### src/rtl/rv32_exec_unit.sv
// RV32I execute stage: immediate decode, integer ALU and branch condition, with EX/MEM registered copies.
// Build option ALU_SHARED_SHIFTER_EN: one right shifter serves SLL/SRL/SRA (results identical either way).
module rv32_exec_unit (
  input  logic        clk,
  input  logic        resetn,
  input  logic        en,
  input  logic [31:0] inst,
  input  logic [31:0] in_a,
  input  logic [31:0] in_b,
  output logic [31:0] imm,
  output logic [31:0] result,
  output logic        take_b,
  output logic [31:0] imm_q,
  output logic [31:0] result_q,
  output logic        take_b_q
);

  typedef enum logic [6:0] {
    OPC_LOAD   = 7'b0000011,
    OPC_OP_IMM = 7'b0010011,
    OPC_AUIPC  = 7'b0010111,
    OPC_STORE  = 7'b0100011,
    OPC_OP     = 7'b0110011,
    OPC_LUI    = 7'b0110111,
    OPC_BRANCH = 7'b1100011,
    OPC_JALR   = 7'b1100111,
    OPC_JAL    = 7'b1101111
  } opcode_e;

  typedef enum logic [2:0] {
    F3_ADD  = 3'b000,
    F3_SLL  = 3'b001,
    F3_SLT  = 3'b010,
    F3_SLTU = 3'b011,
    F3_XOR  = 3'b100,
    F3_SR   = 3'b101,
    F3_OR   = 3'b110,
    F3_AND  = 3'b111
  } funct3_e;

  typedef enum logic [2:0] {
    BR_EQ  = 3'b000,
    BR_NE  = 3'b001,
    BR_LT  = 3'b100,
    BR_GE  = 3'b101,
    BR_LTU = 3'b110,
    BR_GEU = 3'b111
  } br_funct3_e;

  logic [6:0]  opcode;
  logic [2:0]  funct3;
  logic        alt;
  logic [4:0]  shamt;
  logic        is_op;
  logic        is_alu_op;
  logic        is_branch;

  assign opcode    = inst[6:0];
  assign funct3    = inst[14:12];
  assign alt       = inst[30];
  assign shamt     = in_b[4:0];
  assign is_op     = (opcode == OPC_OP);
  assign is_alu_op = is_op || (opcode == OPC_OP_IMM);
  assign is_branch = (opcode == OPC_BRANCH);

  // Immediate decode
  always_comb begin
    imm = '0;
    case (opcode)
      OPC_LOAD, OPC_OP_IMM, OPC_JALR:
        imm = {{20{inst[31]}}, inst[31:20]};
      OPC_STORE:
        imm = {{20{inst[31]}}, inst[31:25], inst[11:7]};
      OPC_BRANCH:
        imm = {{19{inst[31]}}, inst[31], inst[7], inst[30:25], inst[11:8], 1'b0};
      OPC_LUI, OPC_AUIPC:
        imm = {inst[31:12], 12'h000};
      OPC_JAL:
        imm = {{11{inst[31]}}, inst[31], inst[19:12], inst[20], inst[30:21], 1'b0};
      default:
        imm = '0;
    endcase
  end

  // One zero-extended 33-bit subtract: bit 32 is the unsigned borrow, and
  // XOR with both operand signs turns it into the signed less-than.
  logic [32:0] diff;
  logic [31:0] sum;
  logic        lt_u;
  logic        lt_s;
  logic        eq;

  assign diff = {1'b0, in_a} - {1'b0, in_b};
  assign sum  = in_a + in_b;
  assign lt_u = diff[32];
  assign lt_s = diff[32] ^ in_a[31] ^ in_b[31];
  assign eq   = (diff[31:0] == '0);

  logic [31:0] shl;
  logic [31:0] shr;

`ifdef ALU_SHARED_SHIFTER_EN
  function automatic logic [31:0] bit_rev(input logic [31:0] v);
    logic [31:0] r;
    r = '0;
    for (int unsigned i = 0; i < 32; i++) begin
      r[i] = v[31 - i];
    end
    return r;
  endfunction

  logic        is_left;
  logic        fill;
  logic [31:0] sh_in;
  logic [31:0] sh_out;

  assign is_left = (funct3 == F3_SLL);
  assign fill    = alt && !is_left && in_a[31];
  assign sh_in   = is_left ? bit_rev(in_a) : in_a;
  assign sh_out  = 32'($signed({fill, sh_in}) >>> shamt);
  assign shl     = bit_rev(sh_out);
  assign shr     = sh_out;
`else
  always_comb begin
    shl = in_a << shamt;
    if (alt) begin
      shr = 32'($signed(in_a) >>> shamt);
    end else begin
      shr = in_a >> shamt;
    end
  end
`endif

  // ALU
  always_comb begin
    result = sum;
    if (is_alu_op) begin
      case (funct3)
        F3_ADD:  result = (is_op && alt) ? diff[31:0] : sum;
        F3_SLL:  result = shl;
        F3_SLT:  result = {31'b0, lt_s};
        F3_SLTU: result = {31'b0, lt_u};
        F3_XOR:  result = in_a ^ in_b;
        F3_SR:   result = shr;
        F3_OR:   result = in_a | in_b;
        F3_AND:  result = in_a & in_b;
        default: result = sum;
      endcase
    end
  end

  // Branch condition
  always_comb begin
    take_b = 1'b0;
    if (is_branch) begin
      case (funct3)
        BR_EQ:   take_b = eq;
        BR_NE:   take_b = !eq;
        BR_LT:   take_b = lt_s;
        BR_GE:   take_b = !lt_s;
        BR_LTU:  take_b = lt_u;
        BR_GEU:  take_b = !lt_u;
        default: take_b = 1'b0;
      endcase
    end
  end

  // EX/MEM registers
  always_ff @(posedge clk) begin
    if (!resetn) begin
      imm_q    <= '0;
      result_q <= '0;
      take_b_q <= 1'b0;
    end else if (en) begin
      imm_q    <= imm;
      result_q <= result;
      take_b_q <= take_b;
    end
  end

endmodule

### config.mk
export PLATFORM = sky130hd
export DESIGN_NAME = rv32_exec_unit
export DESIGN_NICKNAME = d
export VERILOG_FILES = /design/src/rtl/rv32_exec_unit.sv
export SDC_FILE = /design/constraint.sdc
export NUM_CORES = 1
export LEC_CHECK = 0
export ABC_AREA = 1
export ABC_CLOCK_PERIOD_IN_PS = 13000
export CORE_MARGIN = 5
export CORE_UTILIZATION = 50
export DETAILED_ROUTE_END_ITERATION = 8
export GPL_TIMING_DRIVEN = 0
export PLACE_DENSITY_LB_ADDON = 0.15
export SLEW_MARGIN = 20
export SYNTH_ARGS = -nofsm -noshare
export SYNTH_HDL_FRONTEND = slang
export SYNTH_SLANG_ARGS = --single-unit
### constraint.sdc
create_clock -name clk -period 13 [get_ports clk]
set_input_delay 3.9 -clock clk [delete_from_list [all_inputs] [get_ports clk]]
set_output_delay 3.9 -clock clk [all_outputs]
set_load 0.02 [all_outputs]
==> impl_metrics.ini <==
[sta]
slew_violations = 0
worstMarginPinSlew_ns = 1.12
fin_crit_ns = 12.63
finalCritPeriodShare_pct = 97.2
finClkSkew_ns = 0
fmax_mhz = 79.2
setup_viol = 0
tns_ns = 0
hold_viol = 0
slew_headroom_pct = 24.7
rsz0062_at_grt = no
worst_slack_ns = 0.368

[final_layout]
final_cell_area_sq_um = 15700
nFillCells = 2500
drive_above_1_share_pct = 5.67
insertedDiodeCount = 0
synthToLayoutAreaGrowth_pct = 23.6
final_nets = 2802
instances_no_fill = 2939

[route]
routed_wl_um = 66700
vias_per_cell = 6.17
detail-route-antenna-nets = 0
drtIter0Drc = 2742
dr.pass1.iters = 7
drc = 0
num_vias = 18100
drt-wirelength-per-cell_um = 22.7

[place]
hpwl_um = 55300
place_ws_ns = 0.215
dp_cells = 2925
io_buffers = 227
postPlaceCellArea_sq_um = 15400
gp_congestion = 1.12

[worst_setup_path]
setup.worst_path.class = input port to primary output
worstSetupStartpointType = input port
endpoint_kind = primary output
critPathRequiredTime_ns = 9.10
crit_path_max_fanout = 11
crit_arrival_ns = 8.73

[cts]
cts-hold-fix-buffers = 0
root_buffer = clkbuf_16
cts_setup_buffers = 0
cts_resized = 0
worstSkewPairLatency_ns = 0.34
path_clk_slew_ns = 0.05
htree_levels = 3
cts_tree = yes
numCtsBuffers = 9
clock_sinks = 65
cts_buffer_depth = 2

[floorplan]
initial_core_util_pct = 50.6
fp.dieW_um = 169
ios = 229
core_area_sq_um = 25100
fp-row-count = 58
dieArea_sq_um = 28700
die_y_um = 169

[synthesis]
synth_most_common_cell = nand2_1
synth.top_cell.area_share_pct = 19.2
syn_inst = 2368
yosys-top-cells-area = nand2_1 (19%), inv_1 (10%), dfxtp_1 (10%)
synth-seq-area-share_pct = 10.2
synth_ff_type = dfxtp_1
async_reset_ff_share_pct = 0
yosys-top-cells-count = nand2_1 (649), inv_1 (350), nor2_1 (288), o21ai_0 (198), a21oi_1 (137)
synth.yosys.warnings = 0
yosys.area.top_type = nand2_1
synth_area_sq_um = 12700
synth_edf_count = 0
synth.avg_cell_area_sq_um = 5.37
synth_cell_types = 64
synth_fp_nets = 2566
ys_ff_latch = 65

[power_and_ir_drop]
power_switching_uw = 582
comb_power_share_pct = 59.4
leakage_nw = 7.98
worst_ir_drop_vdd_mv = 0.0679
seqPwrFrac_pct = 18.7
powerDensity_nw_per_um2 = 75.8
switching_share_pct = 48.9
p_int_uw = 609
power_frac_clock_pct = 22.0

[grt]
grt_pass1_wl_um = 98200
grt_usage_pct = 44.2
grt_pass1_vias = 16700
grt-ovfl-total = 0
antenna_found_initial = 1
grt_max_degree = 13

[min_path]
hp-class = register to register

[job]
maxCapViolations = 0

[status]
status = complete, no violations
-- worst max-delay path, cell delays in order --
cell and delay (ns):
clkdlybuf4s50_1 0.55, buf_2 0.32, inv_1 0.22, clkbuf_2 0.30
ha_1 0.45, nor2_1 0.38, nand3_1 0.17, nand3_2 0.22
nand2_1 0.10, nand2_1 0.23, nand2_1 0.11, nand4_1 0.09
nand2_1 0.16, nor2_1 0.13, nand2_1 0.07, nor2_2 0.27
nand4_1 0.13, nand3_1 0.13, nand2_1 0.10, inv_1 0.07
clkdlybuf4s50_1 0.62
-- power groups by stage --
stage | logic, mW | registers, mW | clock network (mW)
after floorplan | 0.379 | 0.244 | 0
after global placement | 0.663 | 0.225 | 0
after detailed placement | 0.671 | 0.226 | 0
after CTS | 0.675 | 0.222 | 0.257
after global routing | 0.746 | 0.224 | 0.266
final | 0.707 | 0.222 | 0.262
-- stage by stage --
stage | power [mW] | hold slack [ns] | utilization [%]
finish | 1.19 | 0.509 | 62.6
CTS | 1.15 | 0.511 | 62.6
global placement | 0.888 | 0.491 | 61.3
global route | 1.24 | 0.553 | 62.6
detailed placement | 0.897 | 0.496 | 61.3
floorplan | 0.623 | 0.594 | -
-- flip-flops by register name, summed over array words and instances (netlist names) --
register / flops
imm_q: 32
result_q: 32
take_b_q: 1
-- logic make-up (layout without fill, tap and decap cells) --
logic type | after synthesis | after routing | synth area share (%)
AND/OR/NAND/NOR | 1130 | 1130 | 36.7
AO/OA/AOI/OAI | 551 | 551 | 24.8
buffers and inverters | 487 | 728 | 15.7
adder cells (fa/ha/maj) | 99 | 99 | 9.86
flip-flops | 65 | 65 | 10.2
XOR/XNOR | 22 | 22 | 1.57
multiplexers | 14 | 14 | 1.10
-- routing by layer --
layer  routed length, um  global-route usage (%)
met4                4060                    20.8
met2               27100                    66.0
met1               25200                    57.6
met3               10200                    14.3
met5                  71                       0
-- cell usage in the layout, fill, tap and decap left out, types with 6 or more instances in the layout --
| master | n |
|---|---|
| nor2_2 | 17 |
| clkbuf_16 | 9 |
| buf_2 | 36 |
| a2111oi_0 | 6 |
| nand3_1 | 104 |
| o22ai_1 | 19 |
| nand2_1 | 649 |
| clkdlybuf4s50_1 | 227 |
| nor2_1 | 288 |
| a21oi_1 | 137 |
| buf_4 | 16 |
| nand4_1 | 25 |
| o21ai_1 | 77 |
| o221ai_1 | 7 |
| xor2_1 | 20 |
| buf_6 | 8 |
| ha_1 | 97 |
| o2111ai_1 | 6 |
| inv_1 | 350 |
| a211oi_1 | 6 |
| o21ai_0 | 198 |
| nor3_1 | 18 |
| a221oi_1 | 10 |
| dfxtp_1 | 65 |
| clkbuf_1 | 38 |
| o21a_1 | 16 |
| buf_1 | 9 |
| o211ai_1 | 27 |
| a31oi_1 | 6 |
| o21bai_1 | 8 |
| inv_2 | 20 |
| mux2i_1 | 14 |
-- final cells by class --
| cell class | count | area, sq um | share of cell area [%] |
|---|---|---|---|
| timing repair buffer | 227 | 2270 | 14.5 |
| inverter | 376 | 1410 | 9.00 |
| tap | 330 | 413 | 2.63 |
| multi-input combinational | 1816 | 9420 | 59.9 |
| sequential | 65 | 1300 | 8.28 |
| clock inverter | 5 | 61.3 | 0.390 |
| buffer | 109 | 577 | 3.67 |
| clock buffer | 11 | 253 | 1.61 |
-- path summary, 6_finish.rpt --
| path | start | cells past startpoint | slack [ns] | to |
|---|---|---|---|---|
| hold reg to reg | imm_q[9] | 2 | 0.51 | imm_q[9] |
| setup / recovery | in_b[4] | 21 | 0.37 | take_b |
| hold / removal | imm_q[9] | 2 | 0.51 | imm_q[9] |
| setup reg to reg | result_q[22] | 4 | 12.23 | result_q[22] |
No activity file was read; power rests on OpenSTA's default activity.
